`src/rtl/matmul_pkg.sv`:
```
// Shared definitions for the matrix-multiply sequencer.
//   state_t    : controller phases, in the order a run visits them
//   DEFAULT_N  : default matrix dimension
//   addr_width : address bits needed to index N*N elements (at least 1)
//   cnt_width  : bits needed for a 0..N-1 loop counter (at least 1)
package matmul_pkg;

    typedef enum logic [2:0] {
        IDLE,
        LOAD_A,
        LOAD_B,
        CALC,
        WRITE,
        OUT,
        DONE
    } state_t;

    localparam int DEFAULT_N = 3;

    function automatic int addr_width(input int n);
        return (n * n <= 1) ? 1 : $clog2(n * n);
    endfunction

    function automatic int cnt_width(input int n);
        return (n <= 1) ? 1 : $clog2(n);
    endfunction

endpackage

```
`src/rtl/matmul_index_gen.sv`:
```
// i/j/k loop counters and incremental address generation for the MAC phase.
// Ports:
//   clk, srst        clock and synchronous active-high reset
//   k_step           one CALC cycle: advance k (wraps after N-1)
//   ij_step          one WRITE cycle: advance j, and i when j wraps
//   k_first, k_last  k == 0 / k == N-1
//   ij_last          i == N-1 and j == N-1 (last C element)
//   a_addr           i*N + k
//   b_addr           k*N + j
//   c_addr           i*N + j
// No multipliers: every address is kept as a running sum.
module matmul_index_gen
    import matmul_pkg::*;
#(
    parameter int N  = DEFAULT_N,
    parameter int AW = addr_width(DEFAULT_N)
) (
    input  logic          clk,
    input  logic          srst,
    input  logic          k_step,
    input  logic          ij_step,
    output logic          k_first,
    output logic          k_last,
    output logic          ij_last,
    output logic [AW-1:0] a_addr,
    output logic [AW-1:0] b_addr,
    output logic [AW-1:0] c_addr
);

    localparam int            CW   = cnt_width(N);
    localparam logic [CW-1:0] LAST = CW'(N - 1);
    localparam logic [AW-1:0] STEP = AW'(N);

    logic [CW-1:0] k_reg, j_reg, i_reg;
    logic [AW-1:0] row_base_reg;   // i*N
    logic [AW-1:0] a_addr_reg, b_addr_reg, c_addr_reg;

    always_ff @(posedge clk) begin
        if (srst) begin
            k_reg        <= '0;
            j_reg        <= '0;
            i_reg        <= '0;
            row_base_reg <= '0;
            a_addr_reg   <= '0;
            b_addr_reg   <= '0;
            c_addr_reg   <= '0;
        end else begin
            if (k_step) begin
                if (k_reg == LAST) begin
                    // Rewind to the start of the current dot product.
                    k_reg      <= '0;
                    a_addr_reg <= row_base_reg;
                    b_addr_reg <= AW'(j_reg);
                end else begin
                    k_reg      <= k_reg + CW'(1);
                    a_addr_reg <= a_addr_reg + AW'(1);
                    b_addr_reg <= b_addr_reg + STEP;
                end
            end
            if (ij_step) begin
                // C is written in row-major order, so its address just counts.
                c_addr_reg <= ij_last ? '0 : c_addr_reg + AW'(1);
                if (j_reg == LAST) begin
                    j_reg      <= '0;
                    b_addr_reg <= '0;
                    if (i_reg == LAST) begin
                        i_reg        <= '0;
                        row_base_reg <= '0;
                        a_addr_reg   <= '0;
                    end else begin
                        i_reg        <= i_reg + CW'(1);
                        row_base_reg <= row_base_reg + STEP;
                        a_addr_reg   <= row_base_reg + STEP;
                    end
                end else begin
                    j_reg      <= j_reg + CW'(1);
                    b_addr_reg <= AW'(j_reg) + AW'(1);
                    a_addr_reg <= row_base_reg;
                end
            end
        end
    end

    assign k_first = (k_reg == '0);
    assign k_last  = (k_reg == LAST);
    assign ij_last = (i_reg == LAST) && (j_reg == LAST);
    assign a_addr  = a_addr_reg;
    assign b_addr  = b_addr_reg;
    assign c_addr  = c_addr_reg;

endmodule

```
`src/rtl/matmul_controller.sv`:
```
// Sequencing FSM for an N x N matrix multiplier built around one MAC unit.
// Loads A then B from the shared data bus, runs i/j/k over the MAC, writes
// each C element, then streams C out and pulses done.
// Ports:
//   clk, rst          clock and synchronous active-high reset
//   st                start request, only looked at in IDLE
//   busy, done        status; done pulses for one cycle at the end of a run
//   a_we, b_we        A/B memory write strobes, element index on wr_addr
//   a_addr, b_addr    A/B read addresses during CALC
//   mac_en, mac_clr   MAC accumulate / restart-with-product
//   c_we, c_addr      C memory write strobe and address
//   out_valid         C[out_addr] is on the data output this cycle
module matmul_controller
    import matmul_pkg::*;
#(
    parameter int N  = DEFAULT_N,
    parameter int AW = addr_width(DEFAULT_N)
) (
    input  logic          clk,
    input  logic          rst,
    input  logic          st,
    output logic          busy,
    output logic          done,
    output logic          a_we,
    output logic          b_we,
    output logic [AW-1:0] wr_addr,
    output logic [AW-1:0] a_addr,
    output logic [AW-1:0] b_addr,
    output logic          mac_en,
    output logic          mac_clr,
    output logic          c_we,
    output logic [AW-1:0] c_addr,
    output logic          out_valid,
    output logic [AW-1:0] out_addr
);

    localparam logic [AW-1:0] CNT_LAST = AW'(N * N - 1);

    state_t        state_reg, state_next;
    logic [AW-1:0] cnt_reg;   // element index, shared by LOAD_A, LOAD_B and OUT
    logic          cnt_last;
    logic          k_step, ij_step;
    logic          k_first, k_last, ij_last;

    assign cnt_last = (cnt_reg == CNT_LAST);

    matmul_index_gen #(
        .N  (N),
        .AW (AW)
    ) u_index_gen (
        .clk     (clk),
        .srst    (rst),
        .k_step  (k_step),
        .ij_step (ij_step),
        .k_first (k_first),
        .k_last  (k_last),
        .ij_last (ij_last),
        .a_addr  (a_addr),
        .b_addr  (b_addr),
        .c_addr  (c_addr)
    );

    // State register
    always_ff @(posedge clk) begin
        if (rst) begin
            state_reg <= IDLE;
        end else begin
            state_reg <= state_next;
        end
    end

    // Element counter: wraps to zero at the end of each streaming phase so
    // the next phase starts at element 0 without extra control.
    always_ff @(posedge clk) begin
        if (rst) begin
            cnt_reg <= '0;
        end else if (state_reg == LOAD_A || state_reg == LOAD_B || state_reg == OUT) begin
            cnt_reg <= cnt_last ? '0 : cnt_reg + AW'(1);
        end
    end

    // Next-state logic
    always_comb begin
        state_next = state_reg;
        case (state_reg)
            IDLE:    if (st)       state_next = LOAD_A;
            LOAD_A:  if (cnt_last) state_next = LOAD_B;
            LOAD_B:  if (cnt_last) state_next = CALC;
            CALC:    if (k_last)   state_next = WRITE;
            WRITE:   state_next = ij_last ? OUT : CALC;
            OUT:     if (cnt_last) state_next = DONE;
            DONE:    state_next = IDLE;
            default: state_next = IDLE;
        endcase
    end

    // Output decode
    always_comb begin
        busy      = (state_reg != IDLE);
        done      = 1'b0;
        a_we      = 1'b0;
        b_we      = 1'b0;
        mac_en    = 1'b0;
        mac_clr   = 1'b0;
        c_we      = 1'b0;
        out_valid = 1'b0;
        k_step    = 1'b0;
        ij_step   = 1'b0;
        case (state_reg)
            LOAD_A:  a_we = 1'b1;
            LOAD_B:  b_we = 1'b1;
            CALC: begin
                mac_en  = 1'b1;
                mac_clr = k_first;
                k_step  = 1'b1;
            end
            WRITE: begin
                c_we    = 1'b1;
                ij_step = 1'b1;
            end
            OUT:     out_valid = 1'b1;
            DONE:    done = 1'b1;
            default: ;
        endcase
    end

    assign wr_addr  = cnt_reg;
    assign out_addr = cnt_reg;

endmodule

```
`config.mk`:
```
export PLATFORM = sky130hd
export DESIGN_NAME = matmul_controller
export DESIGN_NICKNAME = d
export VERILOG_FILES = /design/src/rtl/matmul_pkg.sv /design/src/rtl/matmul_index_gen.sv /design/src/rtl/matmul_controller.sv
export SDC_FILE = /design/constraint.sdc
export NUM_CORES = 1
export LEC_CHECK = 0
export ABC_CLOCK_PERIOD_IN_PS = 2310
export BUFFER_PORTS_ARGS = -buffer_cell sky130_fd_sc_hd__buf_2
export CAP_MARGIN = 10
export CORE_ASPECT_RATIO = 1.2
export CORE_MARGIN = 2
export CORE_UTILIZATION = 50
export DETAILED_ROUTE_END_ITERATION = 7
export PLACE_DENSITY = 0.73
export REMOVE_ABC_BUFFERS = 1
export SYNTH_ARGS = -nofsm -noshare
export SYNTH_HDL_FRONTEND = slang
export SYNTH_SLANG_ARGS = --single-unit
```
`constraint.sdc`:
```
create_clock -name clk -period 2.31 [get_ports clk]
set_input_delay 0.5775 -clock clk [delete_from_list [all_inputs] [get_ports clk]]
set_output_delay 0.5775 -clock clk [all_outputs]
set_load 0.03 [all_outputs]
```
==> out/results.md <==
| Group | Quantity | Value |
|---|---|---|
| critical path | Cell class contributing the biggest share of worst-path delay | simple AND/OR/NAND/NOR gates |
| floorplanning | IO Pins | 31 |
| grt | Global Route Usage Sum | 19.32% |
| sta | Post-layout min period | 2.140 ns |
| cts | CTS tree | yes |
| routing | First-pass iteration count of the detailed router | 4 |
| synthesis | Synthesized area divided by synthesized cell count | 7.822 um2 |
| cts | Clock-pin slew on the worst setup and hold paths | 0.10 ns |
| layout | Number of antenna repair diodes | 0 |
| cts | Htree depth | 2 |
| sta | Max-slew violations | 0 |
| sta | Slew of the pin with the lowest slew margin | 0.5402 ns |
| cts | Root buffer cell | sky130_fd_sc_hd__clkbuf_4 |
| cts | Clk Latency, worst-skew pair | 0.33 ns |
| critical path | Series of cell instances along the critical path | or3b_4 > inv_2 > buf_2 |
| floorplanning | Std-Cell Core Area | 3083 um2 |
| routing | Detail-routed net length per standard cell | 12.23 um |
| placement | HPWL Detailed | 2286 um |
| grt | Vias in the first global route | 1249 |
| synthesis | Gate Count Post-Synth | 207 |
| grt | Wire length of the first global-routing pass | 5513 um |
| synthesis | Combined area of all synthesized cells | 1619 um2 |
| synthesis | Count of state elements after synthesis | 29 |
| critical path | Highest net fanout along the worst path | 10 |
| placement | Weighted congestion reported at the end of routability-driven placement | 0.7915 |
| routing | Final antenna-violating net count | 0 |
| critical path | Count of buffer and inverter cells on the critical path | 2 |
| sta | Final hold slack | 0.4684 ns |
| cts | Number of buffers created by CTS | 5 |
| critical path | Nature of the critical path endpoint | primary output |
| critical path | Standard cell with the maximum stage delay on the critical path | sky130_fd_sc_hd__or3b_4 |
| run status | Run status | complete, no violations |
| routing | Via Count | 1453 |
| routing | Vias per std cell | 5.442 |
| routing | DR DRC count | 0 |
| critical path | Stage delay of the slowest cell on the critical path | 0.48 ns |
| critical path | Required time worst endpoint | 1.73 ns |
| critical path | Class of the most critical setup path | reg2out |
| sta | Final number of setup-violating endpoints | 0 |
| critical path | Critical path startpoint category | register |
| sta | Clock Skews | 0.009442 ns |
| floorplanning | Std cell rows | 22 |
| sta | Fin. Hold Viols | 0 |
| sta | Setup TNS | 0 ns |
| power and ir drop | P per Cell Area | 583.8 nW/um2 |
| layout | Area delta synth->final | 11.44% |
| cts | Clock sink total | 29 |
| sta | Highest achievable clock rate | 467.3 MHz |
| cts | Deepest clock path buffer count | 2 |
| synthesis | Fraction of registers with async set/reset | 0% |
| sta | Tcrit/Tclk final | 92.64% |
| synthesis | Post-synth top flop | sky130_fd_sc_hd__dfxtp_1 |
| grt | Initial antenna violation count | 0 |
| synthesis | Number of library cell types mapped by synthesis | 44 |
| run | # Max-Cap Violations | 0 |
| synthesis | Number of enable flip-flop cells after synthesis | 0 |
| synthesis | Proportion of synthesized chip area in sequential cells | 35.86% |
| floorplanning | Die Area | 3711 um2 |
| routing | Total length of routed wires | 3265 um |
| cts | Hold-fix buffers at CTS | 0 |
| grt | Sum of overflow across all layers after global routing | 0 |
| synthesis | Number of warnings printed during yosys synthesis | 0 |
| grt | Largest net degree at the start of global routing | 30 |
| sta | Unrepaired setup endpoints after global routing | no |
| critical path | Crit path arrival time | 1.56 ns |
| floorplanning | Vertical extent of the die | 66.34 um |
| power and ir drop | Total leakage power | 0.7911 nW |
| placement | Number of buffers added on ports | 30 |
| floorplanning | Chip width | 55.95 um |
| sta | Worst slew margin relative to its limit | 63.99% |
| power and ir drop | IR Drop Worst-Case VDD | 0.4202 mV |
| layout | Layout net count | 239 |
| hold path | Worst hold path type | reg2reg |
| floorplanning | Initial core utilization | 52.52% |
| layout | Fraction of layout instances using a drive strength above 1 | 22.94% |
| routing | DR iter-0 viols | 67 |
cell families (layout without fill, tap and decap cells):
family                   Yosys count  after routing  share of synthesized area, %
AND/OR/NAND/NOR                   88             88                         27.98
AO/OA/AOI/OAI                     53             53                         19.40
flip-flops                        29             29                         35.86
buffers and inverters             24             48                         8.114
adder cells (fa/ha/maj)            6              6                         4.637
XOR/XNOR                           4              4                         2.164
multiplexers                       3              3                         1.855
worst paths after layout:
kind,start,to,slack [ns],depth (start not counted)
worst min register to register,u_index_gen.b_addr[3],u_index_gen.b_addr[3],0.47,2
worst max-delay path,state_reg[2],c_we,0.17,3
worst min-delay path,u_index_gen.b_addr[3],u_index_gen.b_addr[3],0.47,2
worst max register to register,u_index_gen.j_reg[1],state_reg[1],0.73,4
repair_timing:
action	CTS	global route
endpoints found under the setup margin	0	2
setup buffers	0	0
gates resized for setup	0	4
per-layer routing:
metal | wire (um) | track usage, % | vias to the layer above
met5 | 0 | 0 | -
met2 | 1529 | 33.33 | 33
li1 | - | - | 762
met3 | 163 | 6.067 | 6
met1 | 1516 | 21.81 | 652
met4 | 55 | 8.929 | 0
where the power goes:
group	internal, mW	switching, mW
Combinational	0.0500	0.104
Sequential	0.516	0.0254
Clock	0.176	0.182
worst min-delay path, stage by stage, from the launching register on:
cell	delay (ns)
sky130_fd_sc_hd__dfxtp_1	0.33
sky130_fd_sc_hd__nand2_1	0.05
sky130_fd_sc_hd__a21oi_1	0.05
cell type report:
cell class | count | area [um2]
clock buffer | 7 | 65.06
fill | 315 | 1279
inverter | 9 | 35.03
tap | 36 | 45.04
timing repair buffer | 31 | 157.7
sequential | 29 | 584.3
multi-input combinational | 154 | 912.1
clock inverter | 1 | 5.005
cells in the mapped netlist, drive strengths merged (2+ instances only):
master | instances | area (um2)
inv | 8 | 30.03
a22oi | 2 | 15.01
a41oi | 2 | 17.52
nor2 | 30 | 120.1
o21ai | 11 | 55.05
clkbuf | 3 | 11.26
nand2 | 23 | 96.35
nand3b | 3 | 26.27
nor3 | 10 | 66.32
a21oi | 25 | 125.1
nor2b | 5 | 31.28
xor2 | 2 | 17.52
ha | 6 | 75.07
a211oi | 4 | 30.03
xnor2 | 2 | 17.52
o211ai | 4 | 30.03
dfxtp | 29 | 580.6
buf | 12 | 85.08
nand2b | 3 | 18.77
nand3 | 6 | 30.03
mux2i | 3 | 30.03
or3 | 2 | 12.51
through the flow:
| step | util [%] | instances | worst slack, ns | area [um2] | power, mW |
|---|---|---|---|---|---|
| 2_1_floorplan | - | 192 | 0.2772 | 1523 | 0.6586 |
| 3_3_place_gp | 55.97 | 259 | 0.4716 | 1725 | 0.7033 |
| 3_5_place_dp | 55.97 | 259 | 0.4283 | 1725 | 0.7056 |
| 4_1_cts | 58.24 | 267 | 0.04001 | 1795 | 1.065 |
| 5_1_grt | 58.52 | 267 | 0.08173 | 1804 | 1.113 |
| 6_report | 58.52 | 267 | 0.1699 | 1804 | 1.053 |
placed cells by master (no fill, tap or decap), drive strengths merged, types with 2 or more instances in the layout:
master / instances
a211oi: 4
a21oi: 25
a22oi: 2
a41oi: 2
buf: 31
clkbuf: 7
clkinv: 2
dfxtp: 29
ha: 6
inv: 8
mux2i: 3
nand2: 23
nand2b: 3
nand3: 6
nand3b: 3
nor2: 30
nor2b: 5
nor3: 10
o211ai: 4
o21ai: 11
or3: 2
xnor2: 2
xor2: 2
Power figures use the tool's default switching activity.
